--- src/rtl/uart_rx_frame_ctrl_pkg.sv ---
// uart_rx_frame_ctrl_pkg: shared state encoding and constants for the frame controller
package uart_rx_frame_ctrl_pkg;
  typedef enum logic [2:0] {
    HUNT    = 3'd0,
    LEN     = 3'd1,
    PAYLOAD = 3'd2,
    CHECK   = 3'd3,
    SEND    = 3'd4
  } state_e;
  localparam logic [7:0] SOF_DEF = 8'h7E;
  localparam int CNT_W = 8;
endpackage

--- src/rtl/uart_rx_frame_ctrl_sat_counter8.sv ---
// sat_counter8: increment-enabled event counter that sticks at its maximum value
module sat_counter8
  import uart_rx_frame_ctrl_pkg::*;
(
  input  logic             clk,
  input  logic             rst,
  input  logic             inc_i,
  output logic [CNT_W-1:0] cnt_o
);
  logic [CNT_W-1:0] cnt_q;
  // count up on each enabled cycle until all ones
  always_ff @(posedge clk)
    if (rst) cnt_q <= '0;
    else if (inc_i && cnt_q != '1) cnt_q <= CNT_W'(cnt_q + 1'b1);
  assign cnt_o = cnt_q;
endmodule

--- src/rtl/uart_rx_frame_ctrl.sv ---
// uart_rx_frame_ctrl: assembles SOF/LEN/payload/XOR frames from receiver bytes and streams good payloads
module uart_rx_frame_ctrl
  import uart_rx_frame_ctrl_pkg::*;
#(
  parameter int         MAX_LEN = 15,
  parameter logic [7:0] SOF     = SOF_DEF,
  parameter int         TIMEOUT = 1024
) (
  input  logic             clk,
  input  logic             reset,
  input  logic             rx_done_tick,
  input  logic [7:0]       rx_data,
  input  logic             rx_perr,
  input  logic             s_tick,
  output logic             m_valid,
  input  logic             m_ready,
  output logic [7:0]       m_data,
  output logic             m_last,
  output logic             busy,
  output logic [CNT_W-1:0] perr_cnt,
  output logic [CNT_W-1:0] cerr_cnt,
  output logic [CNT_W-1:0] tout_cnt,
  output logic [CNT_W-1:0] ovr_cnt
);
  localparam logic [7:0]  LEN_MAX   = 8'(MAX_LEN);
  localparam logic [15:0] TOUT_LAST = 16'(TIMEOUT - 1);
  state_e      state_q, state_d;
  logic [3:0]  len_q, len_d, idx_q, idx_d, idx_n;
  logic [7:0]  xor_q, xor_d, m_data_q, m_data_d;
  logic        pe_q, pe_d, m_valid_q, m_valid_d, m_last_q, m_last_d;
  logic [15:0] tcnt_q, tcnt_d;
  logic [7:0]  pbuf_q [MAX_LEN];
  logic        perr_inc, cerr_inc, tout_inc, ovr_inc;
  assign idx_n = idx_q + 4'd1;
  // frame sequencing, output staging and drop classification
  always_comb begin
    state_d   = state_q;
    len_d     = len_q;
    idx_d     = idx_q;
    xor_d     = xor_q;
    pe_d      = pe_q;
    tcnt_d    = '0;
    m_valid_d = m_valid_q;
    m_data_d  = m_data_q;
    m_last_d  = m_last_q;
    perr_inc  = 1'b0;
    cerr_inc  = 1'b0;
    tout_inc  = 1'b0;
    ovr_inc   = 1'b0;
    case (state_q)
      HUNT: if (rx_done_tick && rx_data == SOF && !rx_perr) state_d = LEN;
      LEN: if (rx_done_tick) begin
        if (rx_perr) begin
          perr_inc = 1'b1;
          state_d  = HUNT;
        end else if (rx_data == 8'd0 || rx_data > LEN_MAX) begin
          cerr_inc = 1'b1;
          state_d  = HUNT;
        end else begin
          len_d   = rx_data[3:0];
          idx_d   = '0;
          xor_d   = '0;
          pe_d    = 1'b0;
          state_d = PAYLOAD;
        end
      end
      PAYLOAD: if (rx_done_tick) begin
        xor_d   = xor_q ^ rx_data;
        idx_d   = idx_n;
        pe_d    = pe_q | rx_perr;
        state_d = (idx_q == len_q - 4'd1) ? CHECK : PAYLOAD;
      end
      CHECK: if (rx_done_tick) begin
        if (pe_q || rx_perr) begin
          perr_inc = 1'b1;
          state_d  = HUNT;
        end else if (rx_data != xor_q) begin
          cerr_inc = 1'b1;
          state_d  = HUNT;
        end else begin
          idx_d     = '0;
          m_valid_d = 1'b1;
          m_data_d  = pbuf_q[0];
          m_last_d  = (len_q == 4'd1);
          state_d   = SEND;
        end
      end
      SEND: begin
        ovr_inc = rx_done_tick;
        if (m_ready) begin
          if (m_last_q) begin
            m_valid_d = 1'b0;
            m_last_d  = 1'b0;
            state_d   = HUNT;
          end else begin
            idx_d    = idx_n;
            m_data_d = pbuf_q[idx_n];
            m_last_d = (idx_n == len_q - 4'd1);
          end
        end
      end
      default: state_d = HUNT;
    endcase
    if ((state_q == LEN || state_q == PAYLOAD || state_q == CHECK) && !rx_done_tick) begin
      if (s_tick && tcnt_q == TOUT_LAST) begin
        tout_inc = 1'b1;
        state_d  = HUNT;
      end else tcnt_d = tcnt_q + 16'(s_tick);
    end
  end
  // state and datapath registers
  always_ff @(posedge clk)
    if (reset) begin
      state_q   <= HUNT;
      len_q     <= '0;
      idx_q     <= '0;
      xor_q     <= '0;
      pe_q      <= 1'b0;
      tcnt_q    <= '0;
      m_valid_q <= 1'b0;
      m_data_q  <= '0;
      m_last_q  <= 1'b0;
    end else begin
      state_q   <= state_d;
      len_q     <= len_d;
      idx_q     <= idx_d;
      xor_q     <= xor_d;
      pe_q      <= pe_d;
      tcnt_q    <= tcnt_d;
      m_valid_q <= m_valid_d;
      m_data_q  <= m_data_d;
      m_last_q  <= m_last_d;
    end
  // payload capture; contents are only read after a full frame refills them
  always_ff @(posedge clk)
    if (state_q == PAYLOAD && rx_done_tick) pbuf_q[idx_q] <= rx_data;
  sat_counter8 u_perr (.clk(clk), .rst(reset), .inc_i(perr_inc), .cnt_o(perr_cnt));
  sat_counter8 u_cerr (.clk(clk), .rst(reset), .inc_i(cerr_inc), .cnt_o(cerr_cnt));
  sat_counter8 u_tout (.clk(clk), .rst(reset), .inc_i(tout_inc), .cnt_o(tout_cnt));
  sat_counter8 u_ovr  (.clk(clk), .rst(reset), .inc_i(ovr_inc),  .cnt_o(ovr_cnt));
  assign m_valid = m_valid_q;
  assign m_data  = m_data_q;
  assign m_last  = m_last_q;
  assign busy    = state_q != HUNT;
endmodule

--- config.mk ---
export PLATFORM = sky130hd
export DESIGN_NAME = uart_rx_frame_ctrl
export DESIGN_NICKNAME = d
export VERILOG_FILES = /design/src/rtl/uart_rx_frame_ctrl_pkg.sv /design/src/rtl/uart_rx_frame_ctrl_sat_counter8.sv /design/src/rtl/uart_rx_frame_ctrl.sv
export SDC_FILE = /design/constraint.sdc
export NUM_CORES = 1
export LEC_CHECK = 0
export ABC_AREA = 0
export BUFFER_PORTS_ARGS = -buffer_cell sky130_fd_sc_hd__buf_4
export CAP_MARGIN = 20
export CORE_MARGIN = 2
export CORE_UTILIZATION = 65
export DETAILED_ROUTE_END_ITERATION = 16
export GPL_ROUTABILITY_DRIVEN = 0
export PLACE_DENSITY = 0.85
export SYNTH_ARGS = -nofsm -noshare
export SYNTH_HDL_FRONTEND = slang
export SYNTH_HIERARCHICAL = 1
export SYNTH_SLANG_ARGS = --single-unit
--- constraint.sdc ---
create_clock -name clk -period 5.5 [get_ports clk]
set_clock_uncertainty 0.1 [all_clocks]
set_input_delay 1.65 -clock clk [delete_from_list [all_inputs] [get_ports clk]]
set_output_delay 1.65 -clock clk [all_outputs]
set_load 0.005 [all_outputs]
==> results of run 1 <==
[routing by layer]
metal  vias to the layer above  global-route usage  routed length, µm
li1                       2873                   -                  -
met1                      3070               0.366               8000
met2                       300               0.463              10000
met3                        55              0.0567               1470
met4                         0               0.110                543
met5                         -                   0                  0
[final cells by class]
cell class,instances,area share
Clock buffer,18,0.0424
Inverter,13,0.00482
Tap cell,180,0.0223
Timing Repair Buffer,58,0.0430
Clock inverter,14,0.0134
Sequential cell,198,0.511
Multi-Input combinational cell,479,0.364
[path summary, 6_finish.rpt]
| check | startpoint | end | cells after the start |
|---|---|---|---|
| worst min register to register | xor_q[4]$_SDFFE_PP0P_ | xor_q[4]$_SDFFE_PP0P_ | 2 |
| worst min-delay path | xor_q[4]$_SDFFE_PP0P_ | xor_q[4]$_SDFFE_PP0P_ | 2 |
| worst max register to register | idx_q[0]$_SDFFE_PP0P_ | m_data[5]$_SDFFE_PP0P_ | 7 |
| worst max-delay path | idx_q[0]$_SDFFE_PP0P_ | m_data[5]$_SDFFE_PP0P_ | 7 |
[flip-flops by register name, indices dropped and copies added (netlist names), 4 cells and up]
name / count
pbuf_q: 120
u_cerr/cnt_o: 8
xor_q: 8
tcnt_q: 16
len_q: 4
u_ovr/cnt_o: 8
u_tout/cnt_o: 8
idx_q: 4
m_data: 8
u_perr/cnt_o: 8
[power by group]
| part | internal, mW | switching, mW |
|---|---|---|
| logic | 0.0127 | 0.0392 |
| registers | 1.57 | 0.0000301 |
| clock network | 0.664 | 0.529 |
[cell usage after synthesis, types with 10 or more instances]
cell type,count,area share
a211oi_1,18,0.015
a21oi_1,48,0.026
a311oi_1,13,0.012
and4_1,13,0.012
clkbuf_1,11,0.0045
dfxtp_1,78,0.17
edfxtp_1,120,0.39
ha_1,12,0.016
inv_1,13,0.0053
mux2i_1,20,0.022
mux4_2,18,0.044
nand2_1,37,0.015
nand2b_1,10,0.0068
nand3_1,15,0.0082
nand3b_1,11,0.0090
nand4_1,17,0.012
nor2_1,55,0.023
nor3_1,29,0.016
nor4_1,11,0.0075
o21ai_0,10,0.0055
xnor2_1,21,0.020
xor2_1,13,0.012
[cell families after synthesis]
logic type	count (synthesis)
compound gates	130
buf+inv	48
flops	198
fa+ha+maj	12
xor+xnor	36
mux	48
simple gates	253
[metrics by stage]
stage | hold WS (ps) | utilization | power (mW) | setup WS [ps]
2_1_floorplan | 372 | - | 1.62 | 1990
3_5_place_dp | 397 | 0.691 | 1.65 | 1690
5_1_grt | 442 | 0.732 | 2.89 | 1730
4_1_cts | 407 | 0.732 | 2.82 | 1990
6_report | 407 | 0.732 | 2.81 | 1980
3_3_place_gp | 385 | 0.691 | 1.65 | 1760
[layout by cell type, fill, tap and decap left out, types with 20 or more instances in the layout]
| cell | synthesis | routed |
|---|---|---|
| a21oi_1 | 48 | 48 |
| buf_4 | 6 | 58 |
| dfxtp_1 | 78 | 77 |
| edfxtp_1 | 120 | 120 |
| mux2i_1 | 20 | 20 |
| nand2_1 | 37 | 37 |
| nor2_1 | 55 | 55 |
| nor3_1 | 29 | 29 |
| xnor2_1 | 21 | 21 |
[worst min-delay path: stages (launching register included)]
cell     delay (ps)
dfxtp_1         330
o21ai_0          70
a21oi_1          60
==> qor.yml, run 1 <==
outcome:
  outcome: "complete, no violations"
timing:
  setup_viol: 0
  hold_viol: 0
  fin_tns_setup_ps: 0
  period_share: 0.640
  maxSlewViolCount: 0
  rsz0062_at_grt: "false"
  period_minus_slack_ps: 3520
  fmax_mhz: 284
  slew-limit-headroom: 0.219
  tightest_slew_ps: 1160
synthesis:
  synth_mux_area_frac: 0.0901
  synth_ff_type: "edfxtp_1"
  synth_top_family_by_area: "simple AND/OR/NAND/NOR gates"
  syn_avg_cell_area_um2: 12.6
  synth_cell_types: 65
  synth_seq_cells: 198
  ys_seq_area_frac: 0.565
  synth_fp_nets: 751
  synthArstFlopShare: 0
  synth_compound_area_frac: 0.0981
  synthXorXnorAreaFrac: 0.0374
  syn_area_um2: 9130
  yosys_warnings: 6
  syn_inst: 725
  synth-simple-area-share: 0.161
  synth-edff-count: 120
  synth_adder_area_share: 0.0164
route:
  viasPerCell: 6.56
  drc_errors: 0
  num_vias: 6298
  wirelength_um: 20000
  antenna_left: 0
  drt-wirelength-per-cell_um: 20.9
  drt-initial-drc-count: 710
  drt_pass1_iterations: 6
layout:
  areaGrowthSynthToFinish_pct: 10.8
  ff_latch_area_um2: 5170
  final_cells: 960
  multi_input_area_um2: 3680
  nets: 793
  layout-drive-gt1-share: 0.183
  diodes: 0
  fillers: 851
  fin_area_um2: 10100
floorplan:
  initial_utilization: 0.661
  pin_count: 57
  dieArea_um2: 15000
  die_h_um: 123
  rows: 43
  dieWidth_um: 123
  coreArea_um2: 13800
global_routing:
  antenna_found_initial: 0
  grt_pass1_wl_um: 31700
  grt_overflow: 0
  grt_pass1_vias: 6111
  grt_max_degree: 64
  grt_usage: 0.280
clock_network:
  htree_levels: 4
  clk_latency_ps: 430
  clock-sinks: 198
  clk_pin_slew_ps: 70
  numCtsBuffers: 17
  cts_resized: 0
  post-cts-setup-buffers: 0
  cts_buffer_depth: 2
  cts-root-buf: "clkbuf_16"
  cts_tree: "yes"
  cts_hold_buf: 0
setup_path:
  critPathArrivalTime_ps: 3700
  critical_path.cell_chain: "buf_4, ha_1, xor2_4, mux2i_1, nor3_1, a21oi_1, a311oi_1"
  critPathKind: "flip-flop to flip-flop"
  worstSetupStartpointType: "flip-flop"
  cp-end-kind: "flip-flop"
  crit_required_ps: 5680
  rrSetupSlack_ps: 1980
  crit_family: "XOR/XNOR gates"
  critical-path-max-stage-delay_ps: 820
  slowest_stage: "xor2_4"
  crit_fanout: 36
  crit_buf_inv: 1
placed_design:
  placed_area_um2: 9550
  io_buffers: 56
  dpl.hpwl_um: 13100
  dp.cells: 928
pwr:
  p_leak_nw: 3.39
  vdd_drop_max_mv: 0.244
  p_per_area_nw_per_um2: 278
run:
  drv_cap: 0
min_path:
  hp-class: "flip-flop to flip-flop"
No activity file was read; power rests on OpenSTA's default activity.
==> run 2: changes to the inputs <==
--- a/config.mk
+++ b/config.mk
@@ -9,10 +9,10 @@
 export BUFFER_PORTS_ARGS = -buffer_cell sky130_fd_sc_hd__buf_4
 export CAP_MARGIN = 20
 export CORE_MARGIN = 2
-export CORE_UTILIZATION = 65
+export CORE_UTILIZATION = 61
 export DETAILED_ROUTE_END_ITERATION = 16
 export GPL_ROUTABILITY_DRIVEN = 0
-export PLACE_DENSITY = 0.85
+export PLACE_DENSITY = 0.8
 export SYNTH_ARGS = -nofsm -noshare
 export SYNTH_HDL_FRONTEND = slang
 export SYNTH_HIERARCHICAL = 1
==> constraint.sdc (replaced) <==
create_clock -name clk -period 3.5 [get_ports clk]
set_clock_uncertainty 0.1 [all_clocks]
set_input_delay 1.05 -clock clk [delete_from_list [all_inputs] [get_ports clk]]
set_output_delay 1.05 -clock clk [all_outputs]
set_load 0.005 [all_outputs]
==> run 2 against run 1 <==
Core utilization fell by 3.2 points. Worst setup slack worse by 1300 ps. Register-to-register slack worse by 1300 ps. Via count decreased by 1.9%. Design area rose by 0.94%. Cell count is 1.5% higher. First-iteration DRC count decreased by 33%. Largest cell class unchanged.
==> qor.yml, run 2 (synthesis gave the netlist of run 1 again) <==
placed_design:
  io_buffers: 56  # unchanged
  dpl.hpwl_um: 12600  # -4.3%
timing:
  fin_tns_setup_ps: 0  # unchanged
  maxSlewViolCount: 0  # unchanged
  period_minus_slack_ps: 2810  # -710 ps
  fmax_mhz: 356  # +25%
  rsz0062_at_grt: "false"
  slew-limit-headroom: 0.391  # +0.173
  hold_viol: 0  # unchanged
  period_share: 0.802  # +0.162
  setup_viol: 0  # unchanged
  tightest_slew_ps: 906  # -249 ps
pwr:
  seqPwrFrac: 0.551  # -0.007
  clkPwrFrac: 0.431  # +0.007
  switchingPower_mw: 0.974  # +72%
  p_leak_nw: 3.45  # +2.0%
  p_int_mw: 3.50  # +56%
  vdd_drop_max_mv: 0.317  # +30%
  p_comb_frac: 0.018  # about the same
  p_per_area_nw_per_um2: 438  # +57%
  total_power_mw: 4.47  # +59%
  p_sw_frac: 0.218  # +0.0160
global_routing:
  grt_pass1_vias: 5994  # -1.9%
  antenna_found_initial: 0  # unchanged
  grt_max_degree: 64  # unchanged
  grt_pass1_wl_um: 31000  # -2.5%
  grt_usage: 0.249  # -0.0309
  grt_overflow: 0  # unchanged
route:
  highest_layer: "met4"
  wirelength_um: 19100  # -4.4%
  wl_met1_um: 8060  # +0.67%
  routed-wl-met3_um: 1290  # -12%
  wl_met2_um: 9450  # -5.6%
  viasPerCell: 6.34  # -3.3%
  drt_pass1_iterations: 5  # -1
  antenna_left: 0  # unchanged
  drt-wirelength-per-cell_um: 19.7  # -5.8%
  drt-initial-drc-count: 475  # -33%
  num_vias: 6180  # -1.9%
  drc_errors: 0  # unchanged
setup_path:
  cp-end-kind: "flip-flop"
  critPathArrivalTime_ps: 3060  # -640 ps
  crit_fanout: 18  # -50%
  worstSetupStartpointType: "flip-flop"
  crit_required_ps: 3750  # -1930 ps
  critPathKind: "flip-flop to flip-flop"
layout:
  layout_commonest_cell: "edfxtp_1"
  areaGrowthSynthToFinish_pct: 11.8
  diodes: 0  # unchanged
  reg_top3: "pbuf_q (120), tcnt_q (16)"
  largest_reg_flops: 120  # unchanged
  final_cell_mix: "120 x edfxtp_1, 77 x dfxtp_1, 68 x buf_4"
  layout-drive-gt1-share: 0.197  # +0.0141
  nets: 803  # +1.3%
  largest_register: "pbuf_q"
clock_network:
  clk_latency_ps: 440  # about the same
  clock-sinks: 198  # unchanged
  cts_hold_buf: 0  # unchanged
  post-cts-setup-buffers: 0  # unchanged
  numCtsBuffers: 17  # unchanged
  cts_buffer_depth: 2  # unchanged
  htree_levels: 4  # unchanged
  cts-root-buf: "clkbuf_16"
  cts_tree: "yes"
  clk_pin_slew_ps: 70  # about the same
  cts_resized: 0  # unchanged
outcome:
  outcome: "complete, no violations"
floorplan:
  coreArea_um2: 14600  # +5.5%
  die_h_um: 126  # +3.1%
  pin_count: 57  # unchanged
  rows: 44  # +2.3%
  dieWidth_um: 126  # +3.1%
  initial_utilization: 0.626  # -0.0345
  dieArea_um2: 16000  # +6.3%
min_path:
  hp-class: "flip-flop to flip-flop"
run:
  drv_cap: 0  # unchanged
-- run 2: path summary, 6_finish.rpt --
kind	from	to	slack (ps)	cells past startpoint
max	idx_q[0]$_SDFFE_PP0P_	m_data[0]$_SDFFE_PP0P_	690	7
min	xor_q[2]$_SDFFE_PP0P_	xor_q[2]$_SDFFE_PP0P_	410	2
max reg2reg	idx_q[0]$_SDFFE_PP0P_	m_data[0]$_SDFFE_PP0P_	690	7
min reg2reg	xor_q[2]$_SDFFE_PP0P_	xor_q[2]$_SDFFE_PP0P_	410	2
-- run 2: metrics by stage --
| step | worst slack, ps | cells | instance area [µm²] | hold slack [ps] | util |
|---|---|---|---|---|---|
| 3_3_place_gp | 358 | 942 | 9630 | 381 | 0.660 |
| 6_report | 693 | 974 | 10200 | 406 | 0.700 |
| 4_1_cts | 745 | 974 | 10200 | 407 | 0.700 |
| 3_5_place_dp | 289 | 942 | 9630 | 393 | 0.660 |
| 2_1_floorplan | 590 | 725 | 9130 | 372 | - |
| 5_1_grt | 514 | 974 | 10200 | 440 | 0.700 |
-- run 2: final cells by class --
type | count | area (µm²)
flip-flops and latches | 198 | 5170
fillers | 961 | 4380
multi-input cells | 479 | 3680
repair buffers | 68 | 510
clock buffers | 17 | 425
well taps | 184 | 230
clock inverters | 15 | 154
inverters | 13 | 48.8
-- run 2: layer usage --
metal	vias up	track usage
li1	2889	-
met1	3030	0.333
met5	-	0
met3	28	0.0506
met2	233	0.407
met4	0	0.0899
-- run 2: power groups by stage --
stage / combinational [mW] / sequential (mW) / clock [mW]
finish: 0.0802 / 2.46 / 1.93
global route: 0.0872 / 2.46 / 2.05
CTS: 0.0796 / 2.46 / 1.95
detailed placement: 0.0791 / 2.52 / 0
global placement: 0.0758 / 2.52 / 0
floorplan: 0.0286 / 2.52 / 0
-- run 2: worst max-delay path, stage by stage, from the launching register on --
cell	delay (ps)
dfxtp_2	330
buf_4	230
ha_1	360
xnor2_1	750
nor2_1	100
nor4_1	420
a21oi_1	140
a311oi_1	290
==> run 3: changes to the inputs <==
==> constraint.sdc (replaced) <==
create_clock -name clk -period 2.7 [get_ports clk]
set_clock_uncertainty 0.1 [all_clocks]
set_input_delay 0.81 -clock clk [delete_from_list [all_inputs] [get_ports clk]]
set_output_delay 0.81 -clock clk [all_outputs]
set_load 0.005 [all_outputs]
==> run 3 against run 2 <==
Non-clock buffer count up 23. Largest cell class unchanged. Combinational power up 53%. Global-route usage up 1.4 points. Core utilization up 1.1 points. Via count up 3.4%. Routed wire length up 7.4%. Total power up 27%. Sequential share of layout area down 0.77 points.
==> qor.yml, run 3 (synthesis gave the netlist of run 1 again) <==
outcome:
  outcome: "complete, no violations"
clock_network:
  cts-root-buf: "clkbuf_16"
  cts_hold_buf: 0  # unchanged
  cts_tree: "yes"
  numCtsBuffers: 17  # unchanged
  clk_pin_slew_ps: 70  # about the same
  cts_resized: 0  # unchanged
  htree_levels: 4  # unchanged
  clock-sinks: 198  # unchanged
  post-cts-setup-buffers: 0  # unchanged
  clk_latency_ps: 440  # about the same
  cts_buffer_depth: 2  # unchanged
global_routing:
  grt_usage: 0.263  # +0.0140
  grt_overflow: 0  # unchanged
  grt_max_degree: 64  # unchanged
  grt_pass1_vias: 6216  # +3.7%
  antenna_found_initial: 0  # unchanged
  grt_pass1_wl_um: 32600  # +5.2%
route:
  wirelength_um: 20600  # +7.4%
  viasPerCell: 6.41  # +1.0%
  drt-wirelength-per-cell_um: 20.6  # +4.9%
  drt_pass1_iterations: 5  # unchanged
  antenna_left: 0  # unchanged
  drt-initial-drc-count: 843  # +77%
  drc_errors: 0  # unchanged
  num_vias: 6391  # +3.4%
timing:
  slew-limit-headroom: 0.563  # +0.171
  fin_tns_setup_ps: 0  # unchanged
  tightest_slew_ps: 656  # -250 ps
  setup_viol: 0  # unchanged
  hold_viol: 0  # unchanged
  fmax_mhz: 410  # +15%
  rsz0062_at_grt: "false"
  fin_hold_ws_ps: 414  # +7.63 ps
  period_share: 0.902  # +0.100
  maxSlewViolCount: 0  # unchanged
  period_minus_slack_ps: 2440  # -370 ps
setup_path:
  crit_buf_inv: 2  # +1
  critical-path-max-stage-delay_ps: 460  # -290 ps
  cp-end-kind: "flip-flop"
  worstSetupStartpointType: "flip-flop"
  critPathKind: "flip-flop to flip-flop"
  crit_fanout: 12  # -6
  critPathArrivalTime_ps: 2680  # -380 ps
  crit_family: "simple AND/OR/NAND/NOR gates"
  slowest_stage: "dfxtp_1"
  crit_required_ps: 2940  # -810 ps
  critical_path.cell_chain: "inv_1, ha_1, buf_4, nand2_1, nor4_1, a21oi_1, a311oi_1"
layout:
  finish.utilization: 0.711  # +0.0109
  reg_top3: "pbuf_q (120), tcnt_q (16)"
  areaGrowthSynthToFinish_pct: 13.6
  layout-drive-gt1-share: 0.216  # +0.0190
  largest_reg_flops: 120  # unchanged
  nets: 826  # +2.9%
  diodes: 0  # unchanged
  largest_register: "pbuf_q"
  final_cell_mix: "120 x edfxtp_1, 89 x buf_4, 77 x dfxtp_1"
  fillers: 957  # -0.42%
  layout_commonest_cell: "edfxtp_1"
floorplan:
  dieWidth_um: 126  # unchanged
  initial_utilization: 0.626  # unchanged
  die_h_um: 126  # unchanged
  dieArea_um2: 16000  # unchanged
  rows: 44  # unchanged
  coreArea_um2: 14600  # unchanged
  pin_count: 57  # unchanged
placed_design:
  io_buffers: 56  # unchanged
  dpl.hpwl_um: 14000  # +11%
pwr:
  vdd_drop_max_mv: 0.478  # +51%
  p_per_area_nw_per_um2: 546  # +25%
  p_leak_nw: 3.55  # +2.9%
min_path:
  hp-class: "flip-flop to flip-flop"
run:
  drv_cap: 0  # unchanged
-- run 3: cell count changes in the layout (fill, tap and decap cells not counted), moves of 2 or more --
cell / delta
buf_12: +2
clkbuf_1: +4
clkbuf_8: +2
buf_4: +21
inv_6: -4
inv_8: -4
clkinv_4: +4
-- run 3: worst paths after layout --
check	start	to	slack [ps]	depth (start not counted)
worst max-delay path	idx_q[1]$_SDFFE_PP0P_	m_data[6]$_SDFFE_PP0P_	260	7
worst min-delay path	m_valid$_SDFFE_PP0P_	m_valid$_SDFFE_PP0P_	410	2
worst max register to register	idx_q[1]$_SDFFE_PP0P_	m_data[6]$_SDFFE_PP0P_	260	7
worst min register to register	m_valid$_SDFFE_PP0P_	m_valid$_SDFFE_PP0P_	410	2
-- run 3: worst reg2reg max path, cell delays in order, from the launching register on --
cell,delay [ps]
dfxtp_1,460
inv_1,100
ha_1,320
buf_4,240
nand2_1,280
nor4_1,420
a21oi_1,110
a311oi_1,300
-- run 3: area by class of cell --
cell class	instances	area, µm²	share of cell area
Inverter	13	48.8	0.00470
Sequential cell	198	5170	0.498
Timing Repair Buffer	91	708	0.0683
Clock inverter	9	72.6	0.00700
Multi-Input combinational cell	479	3680	0.355
Clock buffer	23	468	0.0451
Tap cell	184	230	0.0222
-- run 3: per-stage QoR --
| step | area, µm² | setup slack, ps | cells | power, mW |
|---|---|---|---|---|
| 2_1_floorplan | 9130 | 29.7 | 725 | 3.30 |
| 3_3_place_gp | 9830 | -65.3 | 965 | 3.38 |
| 3_5_place_dp | 9830 | -141 | 965 | 3.39 |
| 4_1_cts | 10400 | 247 | 997 | 5.68 |
| 5_1_grt | 10400 | 62.4 | 997 | 5.80 |
| 6_report | 10400 | 263 | 997 | 5.67 |
-- run 3: where the power goes --
part | total (mW) | internal, mW | leakage, nW | switching [mW]
sequential | 3.20 | 3.20 | 1.71 | 0.0000400
combinational | 0.123 | 0.0382 | 1.58 | 0.0848
clock | 2.35 | 1.24 | 0.264 | 1.11
total | 5.67 | 4.47 | 3.55 | 1.19
-- run 3: metal layers --
metal  track usage  part of all wire
met1         0.348              0.41
met2         0.445              0.51
met3        0.0548             0.067
met4        0.0711             0.014
met5             0                 0
